`src/rtl/led_fade_driver.sv`:
```
// PWM output stage for the 4-LED bounce sequencer: lit LEDs drive at full
// brightness, released LEDs fade out in fixed steps on a shared prescaler tick.
module led_fade_driver #(
    parameter int unsigned PWM_BITS  = 8,
    parameter int unsigned FADE_DIV  = 50000,
    parameter int unsigned FADE_STEP = 8
) (
    input  logic       clk,
    input  logic       rst_n,
    input  logic       en,
    input  logic [3:0] leds_in,
    output logic [3:0] leds_out,
    output logic       busy
);

    localparam int unsigned NUM_CH = 4;
    localparam int unsigned PRE_W  = (FADE_DIV > 1) ? $clog2(FADE_DIV) : 1;

    localparam logic [PWM_BITS-1:0] LVL_FULL  = '1;
    localparam logic [PWM_BITS-1:0] LVL_STEP  = PWM_BITS'(FADE_STEP);
    localparam logic [PRE_W-1:0]    PRE_LAST  = PRE_W'(FADE_DIV - 1);

    logic [3:0]                       leds_in_r;
    logic [PRE_W-1:0]                 pre_cnt;
    logic [PWM_BITS-1:0]              pwm_cnt;
    logic [NUM_CH-1:0][PWM_BITS-1:0]  level;

    logic                             tick_c;
    logic [PRE_W-1:0]                 pre_nxt_c;
    logic [PWM_BITS-1:0]              pwm_nxt_c;
    logic [NUM_CH-1:0][PWM_BITS-1:0]  level_nxt_c;
    logic [3:0]                       out_nxt_c;
    logic                             busy_c;

    // Shared fade prescaler and free-running PWM counter, both held at 0 while disabled.
    always_comb begin
        tick_c    = 1'b0;
        pre_nxt_c = '0;
        pwm_nxt_c = '0;
        if (en) begin
            tick_c    = (pre_cnt == PRE_LAST);
            pre_nxt_c = tick_c ? '0 : pre_cnt + PRE_W'(1);
            pwm_nxt_c = pwm_cnt + PWM_BITS'(1);
        end
    end

    // Per-channel level update (load-to-full beats a fade tick) and pin compare.
    always_comb begin
        level_nxt_c = level;
        out_nxt_c   = '0;
        busy_c      = 1'b0;
        for (int i = 0; i < NUM_CH; i++) begin
            busy_c = busy_c | (level[i] != '0);
            if (!en) begin
                level_nxt_c[i] = '0;
            end else if (leds_in_r[i]) begin
                level_nxt_c[i] = LVL_FULL;
            end else if (tick_c) begin
                level_nxt_c[i] = (level[i] < LVL_STEP) ? '0 : level[i] - LVL_STEP;
            end
            if (en) begin
                out_nxt_c[i] = (level[i] == LVL_FULL) || (pwm_cnt < level[i]);
            end
        end
    end

    always_ff @(posedge clk or negedge rst_n) begin
        if (!rst_n) begin
            leds_in_r <= '0;
            pre_cnt   <= '0;
            pwm_cnt   <= '0;
            level     <= '0;
            leds_out  <= '0;
        end else begin
            leds_in_r <= leds_in;
            pre_cnt   <= pre_nxt_c;
            pwm_cnt   <= pwm_nxt_c;
            level     <= level_nxt_c;
            leds_out  <= out_nxt_c;
        end
    end

    assign busy = busy_c;

endmodule

```
`config.mk`:
```
export PLATFORM = sky130hd
export DESIGN_NAME = led_fade_driver
export DESIGN_NICKNAME = d
export VERILOG_FILES = /design/src/rtl/led_fade_driver.sv
export SDC_FILE = /design/constraint.sdc
export NUM_CORES = 1
export LEC_CHECK = 0
export ABC_AREA = 0
export BUFFER_PORTS_ARGS = -buffer_cell sky130_fd_sc_hd__buf_2
export CORE_ASPECT_RATIO = 0.5
export CORE_UTILIZATION = 40
export DETAILED_ROUTE_END_ITERATION = 8
export HOLD_SLACK_MARGIN = 0.1
export PLACE_DENSITY_LB_ADDON = 0.25
export SKIP_CTS_REPAIR_TIMING = 1
export SYNTH_ARGS = -nofsm -noshare
export SYNTH_HDL_FRONTEND = slang
export SYNTH_SLANG_ARGS = --single-unit
```
`constraint.sdc`:
```
create_clock -name clk -period 3 [get_ports clk]
set_input_delay 0.45 -clock clk [delete_from_list [all_inputs] [get_ports clk]]
set_output_delay 0.45 -clock clk [all_outputs]
set_load 0.01 [all_outputs]
```
==> impl_results.md, run 1 <==
- Run status: complete, no violations
- Multi-input gate area: 0.00190 sq mm
- Fin crit period: 2.36 ns
- Buffers added on ports: 11
- Die Y: 67.8 um
- Bufs on Longest Clock Path: 2
- Initial Utilization: roughly 42%
- Drt first-iter violations: between 150 and 200
- Yosys top cell area share: 40.4%
- FP Rows: 23
- Post-synth ARST share: 100%
- CP max stage cell: dfrtp_1
- First-pass GRT wire length: between 10 and 15 mm
- Post-Syn Instances: 361
- Register area: 0.00140 sq mm
- Root Driver: clkbuf_16
- Synth warn: 0
- Clock skew: 0.0104 ns
- Clock Latency Late Sink: roughly 0.30 ns
- CP max FO: 5
- Max-slew violation count: 0
- Io pins: 12
- CP endpoint kind: output pin
- Tightest Pin Transition: 0.742 ns
- Slew Limit Headroom: 50.5%
- Routed WL per cell: 16.5 um
- Layout area overhead: 8.66%
- Number of cells on the worst reg-to-reg path: 5
- ANT nets after route: 0
- HPWL after DPL: around 5.6 mm
- Setup crit start kind: register
- Pin count of the biggest net entering global routing: 33
- Setup CP Type: register to output pin
- Antenna fix cells: 0
- Nets@finish: 410
- Final setup viols: 0
- Initial antenna violation count: 0
- Vias per std cell: 5.74
- RSZ-0062 raised after global routing: no
- Sequential fraction of the synthesis area: 40.4%
- TritonCTS Buffers: 5
- Most frequent cells in the layout: dfrtp_1, ha_1, nor2_1
- RR Endpoint: level[7]
- TNS Setup: 0 ns
- Maximum clock rate: 423 MHz
- DR pass1 iterations: 4
- Register bit count reported by yosys: 56
- Worst Hold Class: input port to asynchronous set/reset pin
- Clock-pin slew on the worst setup and hold paths: about 0.07 ns
- Die width: 134 um
- Synth top area cells: dfrtp_1, ha_1, o31a_1
- Net Count, Synth: 402
- Final hold viol count: 0
- Placed cell count: 474
- Required @ worst endpoint: 2.55 ns
- Average size of a mapped cell: 9.60 sq um
- Routability cong.: 0.909
- Non-Filler Instances: roughly 480
- Die area: ~0.009 sq mm
- Power Density: roughly 430 mW/mm^2
- Crit-path max cell delay: around 0.43 ns
- Vias after detailed routing: about 2800
- Reg2Reg Launch Point: pre_cnt[0]
- Total gr overflow: 0
- Reg2Reg Setup Slack: 0.64 ns
- Setup Slack @ Placement: 0.635 ns
- H-Tree Depth: 2
- Most common cell after layout, fill and taps aside: dfrtp_1
- GRT Total Usage: 19.3%
- CTS tree: done
- Vias in the first global route: roughly 2700
- Synthesized cell area: between 0.003 and 0.004 sq mm
- Top_reg_cell synth: dfrtp_1
- WL final: 7.97 mm
- Fill cell count: about 790
- CP Buf/Inv Count: 1
- Final setup margin: 0.637 ns
- Power Total: around 0.0016 W
- Placeable Area: 0.00820 sq mm
- Final worst path period share: roughly four fifths
- Max Cap Viol: 0
- Number of flops mapped to enable cells by yosys: 0
- Cell Chain, Critical Path: or3_1 > nor3_1 > nand4_1 > buf_2
- Most area-hungry cell type in the Yosys netlist: dfrtp_1
- WP data arrival: 1.91 ns
- Yosys cell types: 43
- Fraction of layout cells with a size suffix above 1: 6.49%
- Crit path max-delay family: simple AND/OR/NAND/NOR gates
- Drt drc: 0
- CTS sink count: 56
- Leak: 1.67 nW
- Worst vdd ir: 0.231 mV
-- cell families after synthesis --
logic type	count (synthesis)	share of synthesized area (%)
flops	56	40.4
xor+xnor	20	5.05
simple gates	145	23.9
compound gates	67	13.5
fa+ha+maj	34	12.3
buf+inv	39	4.91
-- worst max-delay path by stage --
stage	depth (start not counted)	slack [ns]	from	endpoint
after floorplan	6	0.78	pre_cnt[11]	level[7]
after global placement	4	0.68	pre_cnt[13]	level[7]
after detailed placement	5	0.64	pre_cnt[0]	level[7]
after CTS	4	0.63	level[13]	busy
after global routing	5	0.51	pre_cnt[0]	level[7]
final	4	0.64	level[13]	busy
-- worst reg2reg max path: cells and delay by family, from the launching register on --
family          cells  cell delay [ns]
simple gates        2             1.02
compound gates      2             0.59
flops               1             0.39
fa+ha+maj           1             0.25
-- sequential cells by signal, indices dropped and copies added (netlist names) --
signal,cells
pwm_cnt,8
pre_cnt,16
leds_in_r,4
leds_out,4
level,24
-- cell usage after synthesis, drive strengths merged, types with 2 or more instances --
cell    count
dfrtp      56
ha         34
nor2       32
inv        26
a21oi      21
nand3      17
nand4      17
o31a       17
nor3       16
xnor2      15
nor4       12
and2       10
clkbuf      9
nand2b      8
nand2       7
o21a        7
and3        6
o21ai       5
xor2        5
buf         4
nor4b       4
a211oi      3
a21o        3
and4        3
o21bai      3
o311a       3
or3         3
or4         3
nor4bb      2
or4b        2
-- power breakdown --
part	internal (W)	switching (W)	total [W]
sequential	0.000790	0.0000427	0.000833
combinational	0.0000832	0.000121	0.000205
clock	0.000334	0.000262	0.000596
-- stage by stage --
step | cell area, sq um | util [%] | hold slack [ns]
finish | 3770 | 45.9 | 0.220
global route | 3770 | 45.9 | 0.245
CTS | 3770 | 45.9 | 0.235
detailed placement | 3620 | 44.1 | 0.489
global placement | 3620 | 44.1 | 0.468
floorplan | 3470 | - | 0.154
-- layer usage --
layer / share of wire (%) / track usage [%] / vias up
met2: 46 / 31.8 / 66
met5: 0 / 0 / -
met3: 3.6 / 3.85 / 10
met4: 1.3 / 6.96 / 0
li1: - / - / 1333
met1: 49 / 25.9 / 1356
-- area by class of cell --
cell class,count,share of cell area (%)
flip-flops and latches,56,37.2
multi-input cells,266,50.5
clock buffers,8,3.89
well taps,112,3.72
repair buffers,14,2.06
inverters,26,2.59
Power figures use the tool's default switching activity.
==> run 2, diff against run 1 <==
==> constraint.sdc (replaced) <==
create_clock -name clk -period 2.4 [get_ports clk]
set_input_delay 0.36 -clock clk [delete_from_list [all_inputs] [get_ports clk]]
set_output_delay 0.36 -clock clk [all_outputs]
set_load 0.01 [all_outputs]
==> impl_results.md, run 2 (synthesized netlist as in run 1, its figures left out) <==
- Vias after detailed routing: 2757 (was 2765)
- Largest regs: level x24, pre_cnt x16, pwm_cnt x8 (unchanged)
- Crit-path max cell delay: 0.60 ns (was 0.43 ns)
- Max reg flops: 24 (unchanged)
- Setup crit start kind: register (unchanged)
- Final setup viols: 0 (unchanged)
- Cell Chain, Critical Path: or4b_4 > or4_4 > o31a_1 > o31a_1 (was or3_1 > nor3_1 > nand4_1 > buf_2)
- RSZ-0062 raised after global routing: no (unchanged)
- Die area: 0.00906 sq mm (unchanged)
- Worst Hold Class: input port to asynchronous set/reset pin (unchanged)
- Maximum clock rate: 439 MHz
- Worst vdd ir: 0.268 mV (was 0.231 mV)
- CTS sink count: 56 (unchanged)
- TNS Setup: 0 ns (unchanged)
- Drt drc: 0 (unchanged)
- Buffers added on ports: 11 (unchanged)
- H-Tree Depth: 2 (unchanged)
- Max Cap Viol: 0 (unchanged)
- CP max stage cell: or4_4 (was dfrtp_1)
- Slew Limit Headroom: 54.7% (was 50.5%)
- Max-slew violation count: 0 (unchanged)
- Run status: complete, no violations (unchanged)
- CP max FO: 12 (was 5)
- Leak: 1.71 nW (was 1.67 nW)
- Vias in the first global route: 2871 (was 2701)
- WP data arrival: 2.46 ns (was 1.91 ns)
- Most frequent cells in the layout: dfrtp_1, ha_1, nor2_1 (unchanged)
- Power Density: 539 mW/mm^2 (was 434 mW/mm^2)
- RR Endpoint: level[7] (unchanged)
- Root Driver: clkbuf_16 (unchanged)
- First-pass GRT wire length: 13.7 mm (was 13.3 mm)
- Setup CP Type: register to register (was register to output pin)
- Tightest Pin Transition: 0.679 ns (was 0.742 ns)
- Top reg by flops: level (unchanged)
- CTS tree: done (unchanged)
- FP Rows: 23 (unchanged)
- Final hold viol count: 0 (unchanged)
- Most common cell after layout, fill and taps aside: dfrtp_1 (unchanged)
- Layout area overhead: 10.9% (was 8.66%)
- Total gr overflow: 0 (unchanged)
- Clock skew: 0.00523 ns (was 0.0104 ns)
- Clock Latency Late Sink: 0.30 ns (about the same)
- Die width: 134 um (unchanged)
- Io pins: 12 (unchanged)
- Final worst path period share: 95.0%
- CP endpoint kind: register (was output pin)
- Initial Utilization: 42.3% (unchanged)
- Critical path endpoint: level[7] (was busy)
- Reg2Reg Launch Point: pre_cnt[10] (was pre_cnt[0])
- Clock-pin slew on the worst setup and hold paths: 0.07 ns (about the same)
- Routability cong.: 0.871 (was 0.909)
- Die Y: 67.8 um (unchanged)
- ANT nets after route: 0 (unchanged)
- Power Total: 0.00207 W (was 0.00163 W)
- WL final: 7.93 mm (was 7.97 mm)
- Drt first-iter violations: 107 (was 165)
- Bufs on Longest Clock Path: 2 (unchanged)
- Required @ worst endpoint: 2.59 ns (was 2.55 ns)
- Vias per std cell: 5.63 (was 5.74)
- DR pass1 iterations: 4 (unchanged)
- Crit-path most repeated cell: o31a_1
- Routed WL per cell: 16.2 um (was 16.5 um)
- TritonCTS Buffers: 5 (unchanged)
- GRT Total Usage: 19.6% (was 19.3%)
- Placeable Area: 0.00820 sq mm (unchanged)
- HPWL after DPL: 5.80 mm (was 5.59 mm)
- Antenna fix cells: 0 (unchanged)
- Pin count of the biggest net entering global routing: 30 (was 33)
- Initial antenna violation count: 0 (unchanged)
- Number of cells on the worst reg-to-reg path: 4 (was 5)
- Worst setup startpoint: pre_cnt[10] (was level[13])
- Fin crit period: 2.28 ns
- Reg2Reg Setup Slack: 0.12 ns (was 0.64 ns)
- Nets@finish: 418 (was 410)
- Fraction of layout cells with a size suffix above 1: 8.73% (was 6.49%)
## run 2: layer usage
metal,vias to the layer above,track usage (%),part of all wire (%)
met4,0,6.39,1.3
met5,-,0,0
li1,1353,-,-
met1,1348,24.6,48
met3,10,3.41,3.3
met2,46,35.2,47
## run 2: how the worst min path moves through the flow
| stage | from | endpoint | cells past startpoint |
|---|---|---|---|
| 3_5_place_dp | rst_n | leds_in_r[0] | 1 |
| 5_1_grt | rst_n | leds_in_r[0] | 1 |
| 4_1_cts | rst_n | leds_in_r[0] | 1 |
| 2_1_floorplan | rst_n | leds_in_r[0] | 0 |
| 6_report | rst_n | leds_in_r[0] | 1 |
| 3_3_place_gp | rst_n | leds_in_r[0] | 1 |
## run 2: critical path: cells and delay by family, from the launching register on
family             cells  cell delay, ns
DFF                    1            0.42
AOI/OAI and AO/OA      2            0.59
and+or+nand+nor        2            1.15
## run 2: layout make-up
type / count / area (sq um)
repair buffers: 22 / 150
flip-flops and latches: 56 / 1400
clock inverters: 1 / 7.51
clock buffers: 7 / 143
well taps: 112 / 140
inverters: 26 / 97.6
multi-input cells: 266 / 1900
fillers: 796 / 4360
## run 2: where the power goes
group | total, W | switching, W | internal (W) | leakage [nW]
clock network | 0.000768 | 0.000351 | 0.000417 | 0.0701
registers | 0.00104 | 0.0000528 | 0.000987 | 0.724
logic | 0.000262 | 0.000153 | 0.000109 | 0.919
total | 0.00207 | 0.000557 | 0.00151 | 1.71
## run 2: metrics by stage
step	setup slack, ns	utilization (%)	cells	hold slack [ns]	cell area, sq um
2_1_floorplan	0.177	-	361	0.0644	3470
3_3_place_gp	0.160	45.0	482	0.432	3690
3_5_place_dp	0.129	45.0	482	0.438	3690
4_1_cts	0.117	46.8	490	0.114	3840
5_1_grt	0.0475	46.8	490	0.146	3840
6_report	0.120	46.8	490	0.0947	3840
==> run 3, diff against run 2 <==
--- a/config.mk
+++ b/config.mk
@@ -11,7 +11,7 @@
 export CORE_UTILIZATION = 40
 export DETAILED_ROUTE_END_ITERATION = 8
 export HOLD_SLACK_MARGIN = 0.1
-export PLACE_DENSITY_LB_ADDON = 0.25
+export PLACE_DENSITY = 0.64
 export SKIP_CTS_REPAIR_TIMING = 1
 export SYNTH_ARGS = -nofsm -noshare
 export SYNTH_HDL_FRONTEND = slang
==> impl_results.md, run 3 (synthesized netlist as in run 1, its figures left out) <==
- Clock-pin slew on the worst setup and hold paths: 0.07 ns (about the same)
- Layout area overhead: 11.3% (was 10.9%)
- Initial Utilization: 42.3% (unchanged)
- Vias per std cell: 5.64 (was 5.63)
- Hold Worst Slack: 0.0853 ns (was 0.0947 ns)
- TNS Setup: 0 ns (unchanged)
- Required @ worst endpoint: 2.58 ns (was 2.59 ns)
- Final setup viols: 0 (unchanged)
- Run status: complete, no violations (unchanged)
- Max-slew violation count: 0 (unchanged)
- Crit-path most repeated cell: o31a_1 (unchanged)
- Max reg flops: 24 (unchanged)
- Clock Power Share: 38.7% (was 37.1%)
- Placed cell count: 482 (unchanged)
- Fraction of layout cells with a size suffix above 1: 8.73% (unchanged)
- Die Y: 67.8 um (unchanged)
- CP endpoint kind: register (unchanged)
- Io pins: 12 (unchanged)
- Routed WL per cell: 15.9 um (was 16.2 um)
- Sequential share of power: 49.1% (was 50.2%)
- Worst Hold Class: input port to asynchronous set/reset pin (unchanged)
- Post-route design area: 0.00386 sq mm (was 0.00384 sq mm)
- Buffers added on ports: 11 (unchanged)
- CP Buf/Inv Count: 0 (unchanged)
- Post-DP Area: 0.00369 sq mm (unchanged)
- Antenna fix cells: 0 (unchanged)
- Most frequent cells in the layout: dfrtp_1, ha_1, nor2_1 (unchanged)
- Comb pwr share: 12.2% (was 12.7%)
- GRT Total Usage: 18.6% (was 19.6%)
- Drt drc: 0 (unchanged)
- Setup CP Type: register to register (unchanged)
- Maximum clock rate: 432 MHz (was 439 MHz)
- CP max FO: 16 (was 12)
- Power Density: 550 mW/mm^2 (was 539 mW/mm^2)
- Non-Filler Instances: 490 (unchanged)
- Bufs on Longest Clock Path: 2 (unchanged)
- Final hold viol count: 0 (unchanged)
- Die width: 134 um (unchanged)
- Largest regs: level x24, pre_cnt x16, pwm_cnt x8 (unchanged)
- Fin crit period: 2.31 ns (was 2.28 ns)
- H-Tree Depth: 2 (unchanged)
- Leak: 1.72 nW (was 1.71 nW)
- Drt first-iter violations: 156 (was 107)
- Top reg by flops: level (unchanged)
- Routability cong.: 0.947 (was 0.871)
- Total gr overflow: 0 (unchanged)
- Number of cells on the worst reg-to-reg path: 4 (unchanged)
- Max Cap Viol: 0 (unchanged)
- Cell count along the critical path: 4 (unchanged)
- Worst vdd ir: 0.382 mV (was 0.268 mV)
- DR pass1 iterations: 4 (unchanged)
- Final setup margin: 0.0873 ns (was 0.120 ns)
- Crit path max-delay family: simple AND/OR/NAND/NOR gates (unchanged)
- Root Driver: clkbuf_16 (unchanged)
- CTS sink count: 56 (unchanged)
- Setup Slack @ Placement: 0.116 ns (was 0.129 ns)
- WP data arrival: 2.49 ns (was 2.46 ns)
- WL final: 7.79 mm (was 7.93 mm)
- Net Sw Frac: 25.1% (was 26.9%)
- Tightest Pin Transition: 0.630 ns (was 0.679 ns)
- CP max stage cell: or4b_1 (was or4_4)
- Clock skew: 0.00667 ns (was 0.00523 ns)
- Cell internal pwr: 0.00159 W (was 0.00151 W)
- Vias after detailed routing: 2765 (was 2757)
- Placeable Area: 0.00820 sq mm (unchanged)
- Initial antenna violation count: 0 (unchanged)
- Setup crit start kind: register (unchanged)
- Final worst path period share: 96.4% (was 95.0%)
- ANT nets after route: 0 (unchanged)
- First-pass GRT wire length: 13.1 mm (was 13.7 mm)
- Clock Latency Late Sink: 0.29 ns (was 0.30 ns)
- Die area: 0.00906 sq mm (unchanged)
- CTS tree: done (unchanged)
- Slew Limit Headroom: 58.0% (was 54.7%)
- Switching power: 0.000532 W (was 0.000557 W)
- Nets@finish: 418 (unchanged)
- Crit-path max cell delay: 0.60 ns (about the same)
- RSZ-0062 raised after global routing: no (unchanged)
- Cell Chain, Critical Path: or4b_1 > or4_4 > o31a_1 > o31a_1 (was or4b_4 > or4_4 > o31a_1 > o31a_1)
- Pin count of the biggest net entering global routing: 32 (was 30)
- HPWL after DPL: 5.70 mm (was 5.80 mm)
- TritonCTS Buffers: 5 (unchanged)
- Most common cell after layout, fill and taps aside: dfrtp_1 (unchanged)
- FP Rows: 23 (unchanged)
- Vias in the first global route: 2716 (was 2871)
-- run 3: changes by cell type in the layout (fill, tap and decap cells not counted), sizes merged --
cell	change
clkinv	+1
clkbuf	-1
bufinv	+1
clkinvlp	-1
-- run 3: per-stage QoR --
stage	total power (W)	util, %
floorplan	0.00122	-
global placement	0.00130	45.0
detailed placement	0.00132	45.0
CTS	0.00214	47.0
global route	0.00222	47.0
finish	0.00212	47.0
-- run 3: worst reg2reg max path, delay by kind of cell, from the launching register on --
kind	cells	cell delay (ns)
AO/OA/AOI/OAI	2	0.59
AND/OR/NAND/NOR	2	1.16
flip-flops	1	0.45
-- run 3: layer usage --
metal / share of wire (%) / vias to the layer above / global-route usage, %
met5: 0 / - / 0
met4: 0.87 / 0 / 4.55
met1: 49 / 1367 / 23.5
met2: 48 / 41 / 34.0
li1: - / 1351 / -
met3: 2.8 / 6 / 3.19
-- run 3: area by class of cell --
cell class,count,area [sq um]
fillers,768,4350
multi-input cells,266,1900
flip-flops and latches,56,1400
repair buffers,22,150
well taps,112,140
clock buffers,6,129
inverters,26,97.6
clock inverters,2,35.0
-- run 3: worst paths after layout --
kind | startpoint | endpoint | slack (ns)
max in group asynchronous | rst_n | leds_in_r[3] | 1.74
max reg2reg | pre_cnt[12] | level[7] | 0.09
max | pre_cnt[12] | level[7] | 0.09
min | rst_n | leds_in_r[0] | 0.09
min in group clk | leds_in[2] | leds_in_r[2] | 0.17
min reg2reg | pre_cnt[0] | pre_cnt[0] | 0.51
-- run 3: power by group through the flow --
stage	clock [W]	sequential, W	combinational [W]
global route	0.000876	0.00105	0.000298
CTS	0.000838	0.00104	0.000263
detailed placement	0	0.00106	0.000261
floorplan	0	0.00104	0.000177
finish	0.000820	0.00104	0.000260
global placement	0	0.00105	0.000249
